===== src/rtl/serial_link_pkg.sv =====
// Shared types and constants for the universal-shift-register serial link.
// Used by both the receiver and the transmitter-side controller.
package serial_link_pkg;

    typedef enum logic {
        IDLE  = 1'b0,
        SHIFT = 1'b1
    } rx_state_e;

    localparam logic MSB_FIRST = 1'b1;
    localparam logic LSB_FIRST = 1'b0;

endpackage


===== src/rtl/rx_out_buf.sv =====
// Single-entry valid/ready holding register for received words.
// A word arriving while the entry is full and not draining is dropped.
module rx_out_buf #(
    parameter int WIDTH = 4
) (
    input  logic             clk,
    input  logic             rst,
    input  logic             wr_en,
    input  logic [WIDTH-1:0] wr_data,
    input  logic             out_ready,
    input  logic             clr_err,
    output logic [WIDTH-1:0] out_data,
    output logic             out_valid,
    output logic             overrun
);

    logic [WIDTH-1:0] data_q, data_d;
    logic             valid_q, valid_d;
    logic             ovr_q, ovr_d;
    logic             drain;

    always_comb begin
        data_d  = data_q;
        valid_d = valid_q;
        ovr_d   = ovr_q;
        drain   = valid_q & out_ready;
        if (clr_err) begin
            ovr_d = 1'b0;
        end
        if (wr_en) begin
            if (!valid_q || drain) begin
                data_d  = wr_data;
                valid_d = 1'b1;
            end else begin
                ovr_d = 1'b1;
            end
        end else if (drain) begin
            valid_d = 1'b0;
        end
    end

    always_ff @(posedge clk or posedge rst) begin
        if (rst) begin
            data_q  <= '0;
            valid_q <= 1'b0;
            ovr_q   <= 1'b0;
        end else begin
            data_q  <= data_d;
            valid_q <= valid_d;
            ovr_q   <= ovr_d;
        end
    end

    assign out_data  = data_q;
    assign out_valid = valid_q;
    assign overrun   = ovr_q;

endmodule


===== src/rtl/serial_word_rx.sv =====
// Serial-to-parallel word receiver: assembles WIDTH-bit words MSB- or
// LSB-first from a qualified serial stream and buffers them for a consumer.
module serial_word_rx
    import serial_link_pkg::*;
#(
    parameter int WIDTH = 4
) (
    input  logic             clk,
    input  logic             rst,
    input  logic             ser_in,
    input  logic             bit_valid,
    input  logic             sof,
    input  logic             msb_first,
    output logic [WIDTH-1:0] out_data,
    output logic             out_valid,
    input  logic             out_ready,
    output logic             overrun,
    output logic             frame_err,
    input  logic             clr_err
);

    localparam int CW = $clog2(WIDTH + 1);

    rx_state_e        state_q, state_d;
    logic [WIDTH-1:0] shreg_q, shreg_d;
    logic [CW-1:0]    cnt_q, cnt_d;
    logic             order_q, order_d;
    logic             fe_q, fe_d;
    logic             word_done;
    logic [WIDTH-1:0] captured;
    logic [WIDTH-1:0] sof_word;

    always_comb begin
        if (order_q == MSB_FIRST) begin
            captured = {shreg_q[WIDTH-2:0], ser_in};
        end else begin
            captured = {ser_in, shreg_q[WIDTH-1:1]};
        end
        if (msb_first == MSB_FIRST) begin
            sof_word = {{(WIDTH-1){1'b0}}, ser_in};
        end else begin
            sof_word = {ser_in, {(WIDTH-1){1'b0}}};
        end
    end

    always_comb begin
        state_d   = state_q;
        shreg_d   = shreg_q;
        cnt_d     = cnt_q;
        order_d   = order_q;
        fe_d      = fe_q;
        word_done = 1'b0;
        if (clr_err) begin
            fe_d = 1'b0;
        end
        if (bit_valid) begin
            if (sof) begin
                // A sof mid-word abandons the partial word and restarts.
                if (state_q == SHIFT) begin
                    fe_d = 1'b1;
                end
                order_d = msb_first;
                shreg_d = sof_word;
                cnt_d   = CW'(1);
                state_d = SHIFT;
            end else if (state_q == SHIFT) begin
                shreg_d = captured;
                if (cnt_q == CW'(WIDTH - 1)) begin
                    word_done = 1'b1;
                    cnt_d     = '0;
                    state_d   = IDLE;
                end else begin
                    cnt_d = cnt_q + CW'(1);
                end
            end
        end
    end

    always_ff @(posedge clk or posedge rst) begin
        if (rst) begin
            state_q <= IDLE;
            shreg_q <= '0;
            cnt_q   <= '0;
            order_q <= MSB_FIRST;
            fe_q    <= 1'b0;
        end else begin
            state_q <= state_d;
            shreg_q <= shreg_d;
            cnt_q   <= cnt_d;
            order_q <= order_d;
            fe_q    <= fe_d;
        end
    end

    rx_out_buf #(
        .WIDTH(WIDTH)
    ) u_out_buf (
        .clk      (clk),
        .rst      (rst),
        .wr_en    (word_done),
        .wr_data  (captured),
        .out_ready(out_ready),
        .clr_err  (clr_err),
        .out_data (out_data),
        .out_valid(out_valid),
        .overrun  (overrun)
    );

    assign frame_err = fe_q;

endmodule


===== config.mk =====
export PLATFORM = sky130hd
export DESIGN_NAME = serial_word_rx
export DESIGN_NICKNAME = d
export VERILOG_FILES = /design/src/rtl/serial_link_pkg.sv /design/src/rtl/rx_out_buf.sv /design/src/rtl/serial_word_rx.sv
export SDC_FILE = /design/constraint.sdc
export NUM_CORES = 1
export LEC_CHECK = 0
export ABC_AREA = 1
export CAP_MARGIN = 20
export CELL_PAD_IN_SITES_DETAIL_PLACEMENT = 0
export CELL_PAD_IN_SITES_GLOBAL_PLACEMENT = 1
export CORE_MARGIN = 5
export CORE_UTILIZATION = 30
export CTS_CLUSTER_DIAMETER = 30
export DETAILED_ROUTE_END_ITERATION = 10
export PLACE_DENSITY_LB_ADDON = 0.25
export SETUP_SLACK_MARGIN = 0.15
export SKIP_CTS_REPAIR_TIMING = 1
export SYNTH_ARGS = -nofsm -noshare
export SYNTH_HDL_FRONTEND = slang
export SYNTH_HIERARCHICAL = 1
export SYNTH_SLANG_ARGS = --single-unit

===== constraint.sdc =====
create_clock -name clk -period 1.7 [get_ports clk]
set_clock_uncertainty 0.1 [all_clocks]
set_input_delay 0.425 -clock clk [delete_from_list [all_inputs] [get_ports clk]]
set_output_delay 0.425 -clock clk [all_outputs]
set_load 0.05 [all_outputs]

After elaboration in Yosys (flattened, before gate mapping) --
Cells that the tools add are included.
Operators by class: bitwise logic cells 1, add/subtract/negate cells 1, mux-type cells 24, equality and inequality tests 2, reductions and logical operators 8
Operators with widths (count):
- 1-bit 2-to-1 mux | 17
- 4-bit 2-to-1 mux | 4
- 3-bit 2-to-1 mux | 3
- 2-bit AND reduction | 4
- 2-bit nonzero test | 2
- 3-bit by 1-bit adder with 3-bit output, second input constant | 1
- 3-bit by 2-bit == test with 1-bit output, second input constant | 1
- 2-bit != test, second input constant | 1
- 1-bit AND | 1
- 1-bit logical NOT | 1
- 1-bit logical OR | 1
Word-level totals: input port bits 8, word-level logic and storage cells 44, output and inout port bits 7, flip-flop bits (word level) 16

Depth between registers and ports, before layout --
Gate-level depths: netlist of run 1.
depth after elaboration 7, depth in mapped cells 7, mapped depth without buffers 7

Modules after synthesis --
The synthesis of run 1 kept the hierarchy.
By module, submodules not included:
- serial_word_rx | sequential area each 251.5 µm², cells each 69, area an instance 529.3 µm², times used 1
- rx_out_buf | sequential area each 150.1 µm², cells each 26, area an instance 237.7 µm², times used 1

Least setup slack after synthesis of run 1 --
OpenSTA, ideal clock, no wires.
path type flip-flop to flip-flop, start point register cnt_q[0], end point register u_out_buf.data_q[0], in the netlist u_out_buf/out_data[0], data arrival time 1.101 ns, stages on the path, launching flop included 7, clock period less this slack 1.320 ns, library setup time 0.119 ns, buffers on the path 0, required time 1.481 ns, setup slack 0.380 ns, cells stage by stage dfrtp_1 ha_1 nand2_1 nor2_1 nand2_2 nand2_1 nand2_1
On the way: cells in the longest elaborated chain, start to end 6
Ends and longest elaborated chain:
- start, declared | RTL line serial_word_rx.sv:26 | logic [CW-1:0] cnt_q, cnt_d;
- start signal, assigned | RTL line serial_word_rx.sv:89 | cnt_q <= cnt_d;
- 3-bit by 2-bit == test with 1-bit output | RTL line serial_word_rx.sv:68 | if (cnt_q == CW'(WIDTH - 1)) begin
- 1-bit 2-to-1 mux | RTL line serial_word_rx.sv:68
- 1-bit 2-to-1 mux | RTL line serial_word_rx.sv:66 | end else if (state_q == SHIFT) begin
- 1-bit 2-to-1 mux | RTL line serial_word_rx.sv:57 | if (sof) begin
- 1-bit 2-to-1 mux | RTL line serial_word_rx.sv:56 | if (bit_valid) begin
- named net word_done | RTL line serial_word_rx.sv:29 | logic word_done;
- 2-bit AND reduction (no source line)
- end signal, assigned | RTL line rx_out_buf.sv:48 | data_q <= data_d;
- end, declared | RTL line rx_out_buf.sv:17 | logic [WIDTH-1:0] data_q, data_d;
The timed path passes the listed nets, and every way through them passes these cells. A chain may end at the register's enable or synchronous reset.

Worst setup path after layout of run 1 --
start point input bit_valid, end point register u_out_buf.data_q[3], in the netlist u_out_buf/out_data[3]
On the way: cells in the longest elaborated chain, start to end 2
Ends and longest elaborated chain:
- start, declared | RTL line serial_word_rx.sv:11 | input logic bit_valid,
- 1-bit 2-to-1 mux | RTL line serial_word_rx.sv:56
- named net word_done | RTL line serial_word_rx.sv:29
- 2-bit AND reduction (no source line)
The timed path passes the listed nets, and every way through them passes these cells.

==> results.cfg, run 1 <==
[sta]
slew_headroom = 0.726
tightest_slew_ns = 0.410
final_hold_viol_count = 0
max_freq_mhz = 708
rsz0062_at_grt = false
tns_ns = 0
post-route-min-period_ns = 1.41
maxSlewViolCount = 0
setup_viol = 0
period_share = 0.831

[global_routing]
antenna_found_initial = 0
grt_pass1_vias = 658
overflow = 0
grt_max_degree = 11
grt_pass1_wl_um = 2760
grt_usage = 0.103

[outcome]
status = completed

[synthesis]
yosysUniqueCellTypes = 16
ys_warn_count = 6
synth_xor_area_frac = 0
ys_seq_area_frac = 0.524
synthSimpleGateAreaFrac = 0.276
synth_adder_area_share = 0.0163
synth_top_family_by_area = simple AND/OR/NAND/NOR gates
netlist_area_sq_um = 767
muxShareOfSynthArea = 0
synth-compound-area-share = 0.0962
ys_seq_elements = 16
syn_inst = 95
avgSynthCellArea_sq_um = 8.07
syn_nets = 104

[power_and_ir_drop]
p_int_mw = 0.925
p_seq_frac = 0.383
p_leak_nw = 0.555
power_switching_mw = 0.571
clkPwrFrac = 0.167
combinationalPowerShare = 0.449
p_per_area_nw_per_um2 = 1360
peakVddDrop_uv = 715
switching_share = 0.382

[route]
wl_met1_um = 686
routed-wl-met2_um = 683
dr.pass1.iters = 4
ant_nets = 0
drt-wirelength-per-cell_um = 10.2
viasPerCell = 4.42
drt_iter0_drc = 10
route.detailed.drc = 0
routed_wl_um = 1520
met3_length_um = 107
num_vias = 659
top_layer = met4

[critical_path]
path_class = in2reg
crit_slowest_cell = clkdlybuf4s50_1
cp_common_cell = nand2_2
cp-end-kind = register
required_ns = 1.78
cp_max_fo = 6
worstPathCellList = clkdlybuf4s50_1 -> nand2_2 -> inv_2 -> nand2_2 -> nor2_1 -> buf_4 -> nand2_2 -> nand2_1 -> nand2_1
cp.buffers_inverters = 3
path_delay_family = buffers and inverters
critical_path.max_stage_delay_ns = 0.49
worstPathArrival_ns = 1.50
crit_path_start_kind = input port

[floorplan]
core_sq_um = 2450
initial_core_util = 0.312
num_io_pins = 15
die_x_um = 60.6
dieHeight_um = 60.6
die-area_sq_um = 3670
fp-row-count = 18

[clocking]
h-tree-depth = 1
cts_tree = built
clkTransAtPathRegs_ns = 0.09
clkLatencyLatePin_ns = 0.28
root_buffer = clkbuf_4
cts_buffer_depth = 2
cts.sink_count = 16
cts_buffers = 3

[layout]
nNetsFinal = 129
instances_no_fill = 149
diodes = 0
final_util = 0.446
syn_to_final_growth_pct = 42.9
drive_gt1_frac = 0.244

[placed_design]
port_buffers = 14
gp_congestion = 0.733
dp_hpwl_um = 1280
dp.cells = 145

[min_path]
min_path_type = in2async

[job]
maxCapViolations = 0
[cells in the mapped netlist, drive strengths merged]
master	instances	area share
a21oi	4	0.026
and2	1	0.0082
dfrtp	15	0.49
dfstp	1	0.034
ha	1	0.016
inv	18	0.088
nand2	32	0.18
nand3	10	0.065
nor2	4	0.020
o21ai	8	0.062
o22ai	1	0.0082
[registers in the layout, summed over array words and instances, names as in the netlist]
name,cells
order_q,1
u_out_buf/overrun,1
cnt_q,3
u_out_buf/out_valid,1
u_out_buf/out_data,4
frame_err,1
shreg_q,4
state_q,1
[through the flow]
| step | setup WS (ns) | cell area, sq um | hold WS (ns) | power [mW] |
|---|---|---|---|---|
| detailed placement | -0.0221 | 1060 | 0.389 | 1.27 |
| global placement | -0.0165 | 1060 | 0.380 | 1.26 |
| finish | 0.288 | 1100 | 0.283 | 1.50 |
| global route | 0.170 | 1100 | 0.316 | 1.61 |
| CTS | 0.291 | 1100 | 0.280 | 1.52 |
| floorplan | 0.380 | 767 | 0.116 | 0.941 |
[area by class of cell]
cell class,instances,area [sq um]
clock buffer,4,36.3
sequential,16,402
tap,30,37.5
multi-input combinational,61,298
inverter,18,67.6
fill,264,1360
timing repair buffer,20,255
[layer usage]
layer	GRT usage	vias to the layer above
met3	0.0277	4
li1	-	340
met2	0.163	17
met1	0.124	298
met4	0.0650	0
met5	0	-
[worst paths after layout]
| kind | from | to | slack [ns] | depth (start not counted) |
|---|---|---|---|---|
| setup reg to reg | cnt_q[0]$_DFFE_PP0P_ | u_out_buf/out_data[3]$_DFFE_PP0P_ | 0.37 | 7 |
| hold / removal | rst | u_out_buf/out_data[2]$_DFFE_PP0P_ | 0.28 | 2 |
| hold reg to reg | cnt_q[2]$_DFFE_PP0P_ | cnt_q[2]$_DFFE_PP0P_ | 0.41 | 2 |
| max in group asynchronous | rst | order_q$_DFFE_PP1P_ | 0.81 | 2 |
| setup / recovery | bit_valid | u_out_buf/out_data[3]$_DFFE_PP0P_ | 0.29 | 9 |
| min in group clk | cnt_q[2]$_DFFE_PP0P_ | cnt_q[2]$_DFFE_PP0P_ | 0.41 | 2 |
[power by group through the flow]
stage          Combinational, mW  Sequential [mW]  Clock (mW)
5_1_grt                    0.735            0.587       0.283
3_3_place_gp               0.676            0.580           0
4_1_cts                    0.683            0.575       0.263
3_5_place_dp               0.683            0.582           0
6_report                   0.672            0.574       0.250
2_1_floorplan              0.232            0.709           0
[cell usage in the layout, fill, tap and decap left out, drive strengths merged]
cell type	instances
nand2	32
inv	18
a21oi	4
ha	1
buf	13
nand3	10
and2	1
clkdlybuf4s50	7
o22ai	1
dfstp	1
clkbuf	4
nor2	4
dfrtp	15
o21ai	8
[cell families (layout without fill, tap and decap cells)]
| kind of cell | after synthesis | count (layout) |
|---|---|---|
| AND/OR/NAND/NOR | 47 | 47 |
| buffers and inverters | 18 | 42 |
| flip-flops | 16 | 16 |
| AO/OA/AOI/OAI | 13 | 13 |
| adder cells (fa/ha/maj) | 1 | 1 |
Note: power is estimated with default switching activity, not from simulation.
==> run 2, diff against run 1 <==
clock period = 1.31 ns   (was 1.7 ns; I/O delays follow)
==> run 2 against run 1 <==
Net effect: the run now ends with setup timing left; setup slack worse by 0.30 ns; final area is 20% higher; cell count is 10% higher.
==> results.cfg, run 2 (synthesis gave the netlist of run 1 again) <==
[placed_design]
dp_hpwl_um = 1330
gp_congestion = 0.745
port_buffers = 14
place_area_sq_um = 1100

[global_routing]
grt_pass1_wl_um = 2950
grt_usage = 0.107
grt_pass1_vias = 716
antenna_found_initial = 0
grt_max_degree = 11
overflow = 0

[critical_path]
r2r_slack_ns = 0.08
cp-end-kind = output pin
critical_path.max_stage_delay_ns = 0.43
path_delay_family = flip-flops
path_class = reg2out
cp_max_fo = 2
crit_slowest_cell = dfrtp_1
required_ns = 0.88
worstPathCellList = buf_12
worstPathArrival_ns = 0.89
r2r_cells = 6
reg2reg_from = cnt_q[1]$_DFFE_PP0P_
cp.buffers_inverters = 1
r2r_end = u_out_buf/out_data[3]$_DFFE_PP0P_
crit_path_start_kind = register

[clocking]
cts.sink_count = 16
cts_buffer_depth = 2
root_buffer = clkbuf_4
clkLatencyLatePin_ns = 0.29
cts_buffers = 3
clkTransAtPathRegs_ns = 0.10
h-tree-depth = 1
cts_tree = built

[floorplan]
dieHeight_um = 60.6
die_x_um = 60.6
num_io_pins = 15
die-area_sq_um = 3670
fp-row-count = 18
core_sq_um = 2450
initial_core_util = 0.312

[route]
ant_nets = 0
drt_iter0_drc = 8
routed_wl_um = 1810
viasPerCell = 4.51
num_vias = 739
dr.pass1.iters = 4
drt-wirelength-per-cell_um = 11.0
route.detailed.drc = 0

[sta]
slew_headroom = 0.859
period_share = 1.01
maxSlewViolCount = 0
rsz0062_at_grt = true
max_freq_mhz = 759
post-route-min-period_ns = 1.32
setup_viol = 1
final_hold_viol_count = 0
worst_slack_ns = -0.00743
tightest_slew_ns = 0.212

[layout]
diodes = 0
final_util = 0.537
multi_input_area_sq_um = 370
design_area_sq_um = 1320
final_common_cell = nand2_1
nNetsFinal = 144
syn_to_final_growth_pct = 71.8
ff_latch_area_sq_um = 404
fill_cells = 237
layout_common_cells = nand2_1 (19), buf_4 (14), dfrtp_1 (13)
drive_gt1_frac = 0.470

[power_and_ir_drop]
p_per_area_nw_per_um2 = 1780
peakVddDrop_uv = 1180
power.total_mw = 2.35
p_leak_nw = 0.666

[outcome]
violations = setup timing
status = finished, violations left

[job]
maxCapViolations = 0

[min_path]
min_path_type = in2async
## run 2: cell types whose count changed in the layout (fill, tap and decap cells not counted), sizes merged
cell,delta
dlymetal6s2s,+2
clkdlybuf4s50,-2
buf,+15
## run 2: stage by stage
| stage | worst slack [ns] | TNS (ns) | std cells | hold WS (ns) |
|---|---|---|---|---|
| floorplan | 0.157 | 0 | 95 | 0.0184 |
| global placement | -0.282 | -3.07 | 149 | 0.386 |
| detailed placement | -0.302 | -3.31 | 149 | 0.392 |
| CTS | -0.0103 | -0.0348 | 153 | 0.164 |
| global route | -0.0412 | -0.264 | 164 | 0.208 |
| finish | -0.00743 | -0.00743 | 164 | 0.161 |
## run 2: routing by layer
layer	wire, um	part of all wire	vias up	track usage
met5	0	0	-	0
li1	-	-	378	-
met1	804	0.44	334	0.126
met4	21	0.012	0	0.0464
met3	117	0.065	2	0.0255
met2	866	0.48	25	0.185
## run 2: where the power goes
| group | total (mW) | switching, mW | internal [mW] |
|---|---|---|---|
| sequential | 0.763 | 0.130 | 0.634 |
| combinational | 1.25 | 0.589 | 0.662 |
| clock | 0.333 | 0.164 | 0.170 |
## run 2: worst max-delay path by stage
stage	depth (start not counted)	slack [ns]	from	end
after floorplan	6	0.16	cnt_q[0]$_DFFE_PP0P_	u_out_buf/out_data[0]$_DFFE_PP0P_
after global placement	8	-0.28	bit_valid	u_out_buf/out_data[1]$_DFFE_PP0P_
after detailed placement	8	-0.30	bit_valid	u_out_buf/out_data[1]$_DFFE_PP0P_
after CTS	1	-0.01	u_out_buf/out_data[1]$_DFFE_PP0P_	out_data[1]
after global routing	1	-0.04	u_out_buf/out_data[0]$_DFFE_PP0P_	out_data[0]
final	1	-0.007	u_out_buf/out_data[0]$_DFFE_PP0P_	out_data[0]
## run 2: cell type report
cell class              instances  share of cell area
multi-input cells              61               0.281
well taps                      30              0.0285
clock buffers                   4              0.0275
flip-flops and latches         16               0.307
repair buffers                 35               0.303
inverters                      18              0.0532
## run 2: worst reg2reg max path: stages, from the launching register on
cell and delay (ns):
dfrtp_1 0.40, ha_4 0.18, nand2_4 0.07, nor2_4 0.20
nand2_4 0.09, nand2_1 0.07, nand2_1 0.04
